===== src/rtl/l1ca_siggen_if.sv =====
// l1ca_siggen_if: PRN type and the burst request / sample stream bundle
package l1ca_pkg;
  typedef logic [5:0] sv_t;
endpackage

interface l1ca_siggen_if;
  import l1ca_pkg::*;
  logic        start;
  sv_t         sv;
  logic [10:0] code_phase_half;
  logic [4:0]  dop_index;
  logic        nav_bit;
  logic        out_ready;
  logic        sample_out;
  logic        out_valid;
  logic        busy;
  logic        done;
  modport master (
    output start, sv, code_phase_half, dop_index, nav_bit, out_ready,
    input  sample_out, out_valid, busy, done
  );
  modport slave (
    input  start, sv, code_phase_half, dop_index, nav_bit, out_ready,
    output sample_out, out_valid, busy, done
  );
endinterface


===== src/rtl/l1ca_siggen.sv =====
// l1ca_siggen: GPS L1 C/A 1-bit IF burst generator; L1CA_SIGGEN_NOISE_EN adds LFSR sample flips
module l1ca_code
  import l1ca_pkg::*;
(
  input  logic       clk,
  input  logic       nrst,
  input  logic       i_clr,
  input  logic       i_stb,
  input  sv_t        i_sv,
  output logic       o_code,
  output logic [9:0] o_chip
);
  localparam logic [7:0] TAPS [32] = '{
    8'h26, 8'h37, 8'h48, 8'h59, 8'h19, 8'h2a, 8'h18, 8'h29,
    8'h3a, 8'h23, 8'h34, 8'h56, 8'h67, 8'h78, 8'h89, 8'h9a,
    8'h14, 8'h25, 8'h36, 8'h47, 8'h58, 8'h69, 8'h13, 8'h46,
    8'h57, 8'h68, 8'h79, 8'h8a, 8'h16, 8'h27, 8'h38, 8'h49
  };
  logic [9:0] r_g1, r_g2, r_chip;
  logic [7:0] w_tap;
  assign w_tap  = TAPS[5'(i_sv - 6'd1)];
  assign o_code = r_g1[9] ^ r_g2[4'(w_tap[7:4] - 4'd1)] ^ r_g2[4'(w_tap[3:0] - 4'd1)];
  assign o_chip = r_chip;
  // G1/G2 shift once per strobe; chip index wraps with the 1023-chip period
  always_ff @(posedge clk)
    if (!nrst || i_clr) begin
      r_g1   <= '1;
      r_g2   <= '1;
      r_chip <= '0;
    end else if (i_stb) begin
      r_g1   <= {r_g1[8:0], r_g1[2] ^ r_g1[9]};
      r_g2   <= {r_g2[8:0], ^(r_g2 & 10'h3a6)};
      r_chip <= r_chip == 10'd1022 ? '0 : r_chip + 10'd1;
    end
endmodule

module l1ca_siggen
  import l1ca_pkg::*;
#(
  parameter int N_SAMPLES = 19200
) (
  input logic clk,
  input logic rst,
  l1ca_siggen_if.slave bus
);
  localparam logic [31:0] CODE_RATE = 32'd228841226;
  localparam logic [3:0]  LO_SIN    = 4'b0011;
  typedef enum logic [1:0] {IDLE, WIND, RUN} state_t;
  state_t      r_state, w_next;
  sv_t         r_sv;
  logic [10:0] r_cp;
  logic [4:0]  r_dop;
  logic        r_nav, r_done;
  logic [31:0] r_cnco, r_lnco, w_cnco_nx;
  logic [14:0] r_cnt;
  logic        w_run, w_hs, w_last, w_match, w_carry, w_stb, w_code, w_noise;
  logic [9:0]  w_chip;
  logic [31:0] w_tab [21];
  function automatic logic [31:0] lo_rate(input int n);
    return 32'((64'(8030 + n) * 64'd8388608) / 64'd75);
  endfunction
  for (genvar i = 0; i < 21; i++) begin : g_tab
    assign w_tab[i] = lo_rate(i);
  end
  assign w_run   = r_state == RUN;
  assign w_hs    = w_run && bus.out_ready;
  assign w_match = w_chip == r_cp[10:1];
  assign w_last  = r_cnt == 15'(N_SAMPLES - 1);
  assign w_stb   = r_state == WIND ? !w_match : w_hs && w_carry;
  assign {w_carry, w_cnco_nx} = {1'b0, r_cnco} + {1'b0, CODE_RATE};
  l1ca_code u_code (
    .clk(clk), .nrst(~rst), .i_clr(r_state == IDLE), .i_stb(w_stb),
    .i_sv(r_sv), .o_code(w_code), .o_chip(w_chip)
  );
`ifdef L1CA_SIGGEN_NOISE_EN
  logic [15:0] r_lfsr;
  // noise LFSR: reseeded per burst, one Galois step per accepted sample
  always_ff @(posedge clk)
    if (rst || (r_state == IDLE && bus.start)) r_lfsr <= 16'hACE1;
    else if (w_hs) r_lfsr <= {1'b0, r_lfsr[15:1]} ^ (r_lfsr[0] ? 16'hB400 : 16'h0);
  assign w_noise = r_lfsr[2:0] == 3'b000;
`else
  assign w_noise = 1'b0;
`endif
  // state register
  always_ff @(posedge clk)
    r_state <= rst ? IDLE : w_next;
  // next state and stream outputs
  always_comb begin
    w_next = r_state;
    if (r_state == IDLE && bus.start) w_next = WIND;
    if (r_state == WIND && w_match) w_next = RUN;
    if (w_hs && w_last) w_next = IDLE;
    bus.busy       = r_state != IDLE;
    bus.out_valid  = w_run;
    bus.done       = r_done;
    bus.sample_out = w_run && (w_code ^ r_nav ^ LO_SIN[r_lnco[31:30]] ^ w_noise);
  end
  // request latch with clamping, NCOs, sample counter and done pulse
  always_ff @(posedge clk)
    if (rst) begin
      r_sv   <= '0;
      r_cp   <= '0;
      r_dop  <= '0;
      r_nav  <= 1'b0;
      r_cnco <= '0;
      r_lnco <= '0;
      r_cnt  <= '0;
      r_done <= 1'b0;
    end else begin
      r_done <= w_hs && w_last;
      if (r_state == IDLE && bus.start) begin
        r_sv  <= bus.sv;
        r_cp  <= bus.code_phase_half > 11'd2045 ? 11'd2045 : bus.code_phase_half;
        r_dop <= bus.dop_index > 5'd20 ? 5'd20 : bus.dop_index;
        r_nav <= bus.nav_bit;
      end
      if (r_state == WIND && w_match) begin
        r_cnco <= {r_cp[0], 31'b0};
        r_lnco <= '0;
        r_cnt  <= '0;
      end
      if (w_hs) begin
        r_cnco <= w_cnco_nx;
        r_lnco <= r_lnco + w_tab[r_dop];
        r_cnt  <= r_cnt + 15'd1;
      end
    end
endmodule


===== src/flat_wrapper.sv =====
// flat-port wrapper written by rule: the top's interface ports become plain ports
module l1ca_siggen_flat import l1ca_pkg::*;
#(
  parameter int N_SAMPLES = 19200
)
  (clk, rst, bus_start, bus_sv, bus_code_phase_half, bus_dop_index, bus_nav_bit, bus_out_ready, bus_sample_out, bus_out_valid, bus_busy, bus_done);
  l1ca_siggen_if bus_i ();
  input logic clk;
  input logic rst;
  input wire logic [$bits(bus_i.start)-1:0] bus_start;
  input wire logic [$bits(bus_i.sv)-1:0] bus_sv;
  input wire logic [$bits(bus_i.code_phase_half)-1:0] bus_code_phase_half;
  input wire logic [$bits(bus_i.dop_index)-1:0] bus_dop_index;
  input wire logic [$bits(bus_i.nav_bit)-1:0] bus_nav_bit;
  input wire logic [$bits(bus_i.out_ready)-1:0] bus_out_ready;
  output wire logic [$bits(bus_i.sample_out)-1:0] bus_sample_out;
  output wire logic [$bits(bus_i.out_valid)-1:0] bus_out_valid;
  output wire logic [$bits(bus_i.busy)-1:0] bus_busy;
  output wire logic [$bits(bus_i.done)-1:0] bus_done;
  assign bus_i.start = bus_start;
  assign bus_i.sv = bus_sv;
  assign bus_i.code_phase_half = bus_code_phase_half;
  assign bus_i.dop_index = bus_dop_index;
  assign bus_i.nav_bit = bus_nav_bit;
  assign bus_i.out_ready = bus_out_ready;
  assign bus_sample_out = bus_i.sample_out;
  assign bus_out_valid = bus_i.out_valid;
  assign bus_busy = bus_i.busy;
  assign bus_done = bus_i.done;
  l1ca_siggen #(.N_SAMPLES(N_SAMPLES)) u_core (.clk(clk), .rst(rst), .bus(bus_i));
endmodule

===== config.mk =====
export PLATFORM = sky130hd
export DESIGN_NAME = l1ca_siggen_flat
export DESIGN_NICKNAME = d
export VERILOG_FILES = /design/src/rtl/l1ca_siggen_if.sv /design/src/rtl/l1ca_siggen.sv /design/src/flat_wrapper.sv
export SDC_FILE = /design/constraint.sdc
export NUM_CORES = 1
export LEC_CHECK = 0
export CAP_MARGIN = 20
export CORE_ASPECT_RATIO = 0.6
export CORE_UTILIZATION = 30
export DETAILED_ROUTE_END_ITERATION = 6
export PLACE_DENSITY = 0.48
export SYNTH_ARGS = -nofsm -noshare
export SYNTH_HDL_FRONTEND = slang
export SYNTH_SLANG_ARGS = --single-unit

===== constraint.sdc =====
create_clock -name clk -period 5.8 [get_ports clk]
set_input_delay 1.16 -clock clk [delete_from_list [all_inputs] [get_ports clk]]
set_output_delay 1.16 -clock clk [all_outputs]
set_load 0.005 [all_outputs]

==> flow_summary.json, run 1 <==
{
  "grt_pass1_wl_um": 37400,
  "finalPower_uw": 3010,
  "path_max_fanout": 11,
  "clock_latency_ns": 0.44,
  "timing.rr.start": "u_core.r_dop[1]",
  "cp-startpoint": "u_core.r_sv[2]",
  "slew_headroom_pct": 40.3,
  "setup_tns_ns": 0,
  "leakagePower_uw": 0.00386,
  "netlist_top_cells_area": "dfxtp_1, ha_1, a21oi_1",
  "vias": 7738,
  "dieArea_um2": 29500,
  "synthCells": 1107,
  "arrival_ns": 4.33,
  "synth_edf_count": 0,
  "post-route-min-period_ns": 5.49,
  "place.detailed.hpwl_um": 15400,
  "avgViaCountPerCell": 5.18,
  "crit_required_ns": 4.64,
  "drt_iter0_markers": 665,
  "io_buffers": 29,
  "yosysMostFrequentCell": "nand2_1",
  "fin_skew_ns": 0.00793,
  "cts_tree": "yes",
  "routabilityCongestion": 0.827,
  "post_drt_wl_per_cell_um": 15.1,
  "cts_htree_levels": 4,
  "timing.final.max_slew_violations": 0,
  "overflow": 0,
  "setup_viol": 0,
  "ys_ff_latch": 133,
  "layout-drive-gt1-share_pct": 9.59,
  "cts_made_buffers": 17,
  "ir_drop_uv": 175,
  "ys_types": 84,
  "end_kind": "output pin",
  "die_h_um": 134,
  "fmax_ghz": 0.182,
  "ys.flop_type": "dfxtp_1",
  "status": "finished, final reports clean",
  "ys_seq_area_share_pct": 30.8,
  "coreArea_um2": 27900,
  "grt_pass1_vias": 6938,
  "yosys-top-cells-count": "nand2_1, dfxtp_1, a21oi_1, nor2_1, clkbuf_1",
  "synth_area_um2": 8650,
  "die_width_um": 221,
  "drc": 0,
  "synth_warnings": 0,
  "start_util_pct": 31.0,
  "tightest_slew_ns": 0.896,
  "clk_path_buf_depth": 2,
  "cts-root-buf": "clkbuf_16",
  "grt_setup_unrepaired": "no",
  "hold_class": "reg2reg",
  "hold_path_startpoint": "u_core.r_cp[9]",
  "critPathKind": "reg2out",
  "ios": 31,
  "cts_sinks": 133,
  "avgSynthCellArea_um2": 7.81,
  "grt_antenna_before_repair": 0,
  "power_density_nw_per_um2": 302,
  "dr.pass1.iters": 5,
  "hold_buffers": 0,
  "fin_crit_sh_pct": 94.6,
  "cp-start-kind": "flip-flop",
  "yosysTopAreaCellShare_pct": 30.8,
  "grt_max_degree": 72,
  "num_rows": 47,
  "antenna_cells": 0,
  "fillers": 2880,
  "nNetsFinal": 1188,
  "mappedNetlistNets": 1182,
  "cts.reportedPaths.clkPinSlew_ns": 0.06,
  "syn_to_final_growth_pct": 15.3,
  "final_hold_viol_count": 0,
  "drv_cap": 0,
  "wirelength_um": 22600,
  "ant_nets": 0,
  "track_usage_pct": 15.7,
  "async_flop_share_pct": 0,
  "synth.largest_area_cell": "dfxtp_1"
}
-- cells by family after synthesis --
| family | Yosys count | share of synthesized area (%) |
|---|---|---|
| compound gates | 318 | 23.9 |
| flops | 133 | 30.8 |
| mux | 42 | 5.40 |
| buf+inv | 101 | 4.72 |
| simple gates | 421 | 23.2 |
| xor+xnor | 43 | 4.79 |
| fa+ha+maj | 49 | 7.15 |
-- critical path: stages, from the launching register on --
cell and delay, ns:
dfxtp_1 0.54, buf_4 0.26, nor3_2 0.08, xnor2_2 0.39, mux4_2 0.57, a21oi_2 0.18
ha_1 0.21, xnor2_2 0.17, mux4_1 0.34, nor3_1 0.18, a211o_1 0.16, xnor2_1 0.13
nor3_2 0.15, clkdlybuf4s50_1 0.52
-- per-layer routing --
| metal | wire (um) | track usage (%) |
|---|---|---|
| met5 | 0 | 0 |
| met4 | 221 | 3.89 |
| met3 | 985 | 4.37 |
| met2 | 8510 | 20.3 |
| met1 | 12800 | 24.7 |
-- where the power goes --
| group | switching (uW) | total, uW | internal [uW] |
|---|---|---|---|
| Sequential | 36.4 | 980 | 943 |
| Clock | 434 | 1180 | 744 |
| Combinational | 495 | 850 | 355 |
| Total | 966 | 3010 | 2040 |
-- area by class of cell --
class	instances	area, um2	area share (%)
well taps	367	459	4.61
repair buffers	52	460	4.62
clock buffers	21	460	4.62
clock inverters	11	174	1.74
flip-flops and latches	133	2660	26.7
multi-input cells	873	5620	56.4
inverters	36	135	1.36
-- worst paths after layout --
| path | to | slack (ns) | cells past startpoint |
|---|---|---|---|
| max | bus_sample_out | 0.31 | 13 |
| min | u_core.r_cp[9] | 0.46 | 2 |
| max reg2reg | u_core.r_lnco[31] | 1.17 | 17 |
| min reg2reg | u_core.r_cp[9] | 0.46 | 2 |
-- flip-flops by register name, summed over array words and instances (netlist names), 10 cells and up --
name / count
u_core.r_lnco: 32
u_core.r_cnt: 15
u_core.u_code.o_chip: 10
u_core.u_code.r_g1: 10
u_core.r_cnco: 31
u_core.r_cp: 11
u_core.u_code.r_g2: 10
-- stage by stage --
| step | area, um2 | setup WS (ns) | cells | util, % | hold WS, ns |
|---|---|---|---|---|---|
| 2_1_floorplan | 8650 | 1.13 | 1107 | - | 0.441 |
| 3_3_place_gp | 9300 | 0.454 | 1459 | 33.3 | 0.455 |
| 3_5_place_dp | 9300 | 0.433 | 1459 | 33.3 | 0.460 |
| 4_1_cts | 9940 | 0.0952 | 1491 | 35.6 | 0.468 |
| 5_1_grt | 9970 | 0.0216 | 1493 | 35.7 | 0.489 |
| 6_report | 9970 | 0.315 | 1493 | 35.7 | 0.465 |
-- cells in the final DEF (no fill, tap or decap), types with 5 or more instances in the layout --
| master | n |
|---|---|
| nand4_1 | 12 |
| nor2b_1 | 7 |
| xnor2_1 | 21 |
| o32ai_1 | 5 |
| a21o_1 | 20 |
| xnor2_2 | 5 |
| nand4b_1 | 6 |
| ha_1 | 45 |
| o22ai_1 | 5 |
| clkbuf_16 | 17 |
| nand2b_1 | 11 |
| o21a_1 | 9 |
| a211oi_1 | 14 |
| mux2i_1 | 29 |
| a31oi_1 | 21 |
| nor3_1 | 19 |
| or3_1 | 11 |
| a21oi_1 | 109 |
| nand3_1 | 46 |
| and2_1 | 5 |
| nor2_1 | 109 |
| nor4_1 | 5 |
| a221oi_1 | 5 |
| nand2_1 | 139 |
| dfxtp_1 | 133 |
| clkdlybuf4s50_1 | 28 |
| o21ai_0 | 49 |
| a311oi_1 | 7 |
| a22oi_1 | 11 |
| xor2_1 | 16 |
| inv_1 | 34 |
| mux2_2 | 9 |
| and3_1 | 6 |
| buf_4 | 24 |
| nand3b_1 | 6 |
| or2_2 | 15 |
| o22a_1 | 6 |
| o211ai_1 | 19 |
-- timing repair --
item,in CTS,in global routing
resized for setup,1,3
pin swaps,0,1
setup endpoints to repair,1,1
setup buffers,0,2
Power figures use the tool's default switching activity.
==> run 2, diff against run 1 <==
CELL_PAD_IN_SITES_DETAIL_PLACEMENT = 0   (was unset)
CELL_PAD_IN_SITES_GLOBAL_PLACEMENT = 1   (was unset)
CORE_MARGIN = 2   (was unset)
PLACE_DENSITY = 0.59   (was 0.48)
==> flow_summary.json, run 2 (same netlist as run 1, synthesis figures left out) <==
{
  "status": "finished, final reports clean",
  "num_rows": 48,
  "avgViaCountPerCell": 5.12,
  "ant_nets": 0,
  "path_max_fanout": 9,
  "grt_setup_unrepaired": "no",
  "cts-root-buf": "clkbuf_16",
  "leakagePower_uw": 0.00382,
  "holdPathEnd": "u_core.u_code.r_g1[6]",
  "cts_made_buffers": 17,
  "fin_ws_ns": 0.224,
  "layout-drive-gt1-share_pct": 9.44,
  "slew_headroom_pct": 39.0,
  "cts_setup_buffers": 0,
  "vias": 7668,
  "post_drt_wl_per_cell_um": 15.3,
  "nNetsFinal": 1185,
  "hold_class": "reg2reg",
  "routabilityCongestion": 0.796,
  "timing.rr.start": "u_core.r_dop[1]",
  "die_h_um": 136,
  "end_kind": "output pin",
  "wirelength_um": 22900,
  "overflow": 0,
  "fmax_ghz": 0.179,
  "final_hold_viol_count": 0,
  "coreArea_um2": 28500,
  "dr.pass1.iters": 5,
  "fin_skew_ns": 0.0157,
  "cp-start-kind": "flip-flop",
  "ios": 31,
  "arrival_ns": 4.42,
  "design_area_um2": 9880,
  "timing.final.max_slew_violations": 0,
  "die_width_um": 223,
  "r2r_slack_ns": 1.07,
  "track_usage_pct": 15.6,
  "dieArea_um2": 30200,
  "clk_path_buf_depth": 2,
  "hold_path_startpoint": "u_core.u_code.r_g1[5]",
  "grt_antenna_before_repair": 0,
  "crit_top_cell": "inv_1",
  "dp_worst_setup_slack_ns": 0.465,
  "final_cell_mix": "nand2_1, dfxtp_1, nor2_1, a21oi_1, o21ai_0",
  "crit_required_ns": 4.64,
  "reg_top3": "u_core.r_lnco (32), u_core.r_cnco (31), u_core.r_cnt (15)",
  "max_stage_delay_ns": 0.46,
  "start_util_pct": 30.3,
  "cts_htree_levels": 4,
  "power_density_nw_per_um2": 291,
  "post-route-min-period_ns": 5.58,
  "ir_drop_uv": 188,
  "tightest_slew_ns": 0.914,
  "holdWs_ns": 0.469,
  "io_buffers": 29,
  "drc": 0,
  "clock_latency_ns": 0.44,
  "grt_pass1_wl_um": 37700,
  "cts_tree": "yes",
  "drt_iter0_markers": 460,
  "critPathKind": "reg2out",
  "place.detailed.hpwl_um": 15700,
  "dpl-instance-area_um2": 9300,
  "layout_commonest_cell": "nand2_1",
  "cts.reportedPaths.clkPinSlew_ns": 0.06,
  "worstRegToRegCells": 17,
  "r2r_end": "u_core.r_lnco[31]",
  "largest_register_ffs": 32,
  "finalPower_uw": 2880,
  "drv_cap": 0,
  "antenna_cells": 0,
  "grt_pass1_vias": 6937,
  "cts_sinks": 133,
  "setup_viol": 0,
  "grt_max_degree": 78,
  "min_path_cells": 2,
  "crit_slowest_cell": "clkdlybuf4s50_1",
  "syn_to_final_growth_pct": 14.3,
  "fin_crit_sh_pct": 96.1,
  "max_flop_register": "u_core.r_lnco",
  "setup_tns_ns": 0,
  "path_cells": "inv_1 -> ha_2 -> inv_1 -> ha_4 -> buf_4 -> or2_2 -> o32ai_1 -> nor4_2 -> a31o_4 -> mux2_4 -> a311oi_1 -> a31oi_1 -> xnor2_2 -> xnor2_1 -> nor3_2 -> clkdlybuf4s50_1"
}
-- run 2: how the worst max path moves through the flow --
stage | to | start
6_report | bus_sample_out | u_core.r_sv[1]
5_1_grt | bus_sample_out | u_core.r_sv[1]
4_1_cts | bus_sample_out | u_core.r_sv[1]
3_5_place_dp | bus_sample_out | u_core.r_sv[1]
3_3_place_gp | bus_sample_out | u_core.r_sv[1]
2_1_floorplan | bus_sample_out | u_core.r_sv[0]
-- run 2: timing repair --
| action | in CTS | in global routing |
|---|---|---|
| endpoints found under the setup margin | 1 | 1 |
| hold buffers | 0 | 0 |
| gates resized for setup | 2 | 2 |
| pin swaps | 0 | 0 |
-- run 2: layout make-up --
class / instances / area (um2)
clock buffer: 21 / 460
clock inverter: 11 / 98.8
fill: 2984 / 18600
inverter: 36 / 135
multi-input combinational: 873 / 5620
sequential: 133 / 2660
tap: 375 / 469
timing repair buffer: 49 / 438
-- run 2: metal layers --
| metal | track usage (%) | part of all wire, % | wire [um] |
|---|---|---|---|
| met1 | 24.8 | 58 | 13300 |
| met2 | 20.2 | 37 | 8400 |
| met3 | 2.93 | 3.9 | 896 |
| met4 | 5.29 | 1.3 | 287 |
| met5 | 0 | 0 | 0 |
-- run 2: power by group --
| part | switching (uW) | leakage (uW) | internal [uW] |
|---|---|---|---|
| combinational | 486 | 0.00247 | 352 |
| clock | 443 | 0.000270 | 612 |
| sequential | 40.6 | 0.00108 | 943 |
| total | 970 | 0.00382 | 1910 |
-- run 2: through the flow --
step	std cells	utilization [%]
after floorplan	1107	-
after global placement	1466	32.6
after detailed placement	1466	32.6
after CTS	1498	34.6
after global routing	1498	34.6
final	1498	34.6
-- run 2: critical path, delay by kind of cell, from the launching register on --
| family | cells | cell delay [ns] |
|---|---|---|
| AND/OR/NAND/NOR | 3 | 0.49 |
| AO/OA/AOI/OAI | 4 | 0.98 |
| multiplexers | 1 | 0.30 |
| flip-flops | 1 | 0.31 |
| adder cells (fa/ha/maj) | 2 | 0.53 |
| buffers and inverters | 4 | 0.89 |
| XOR/XNOR | 2 | 0.47 |
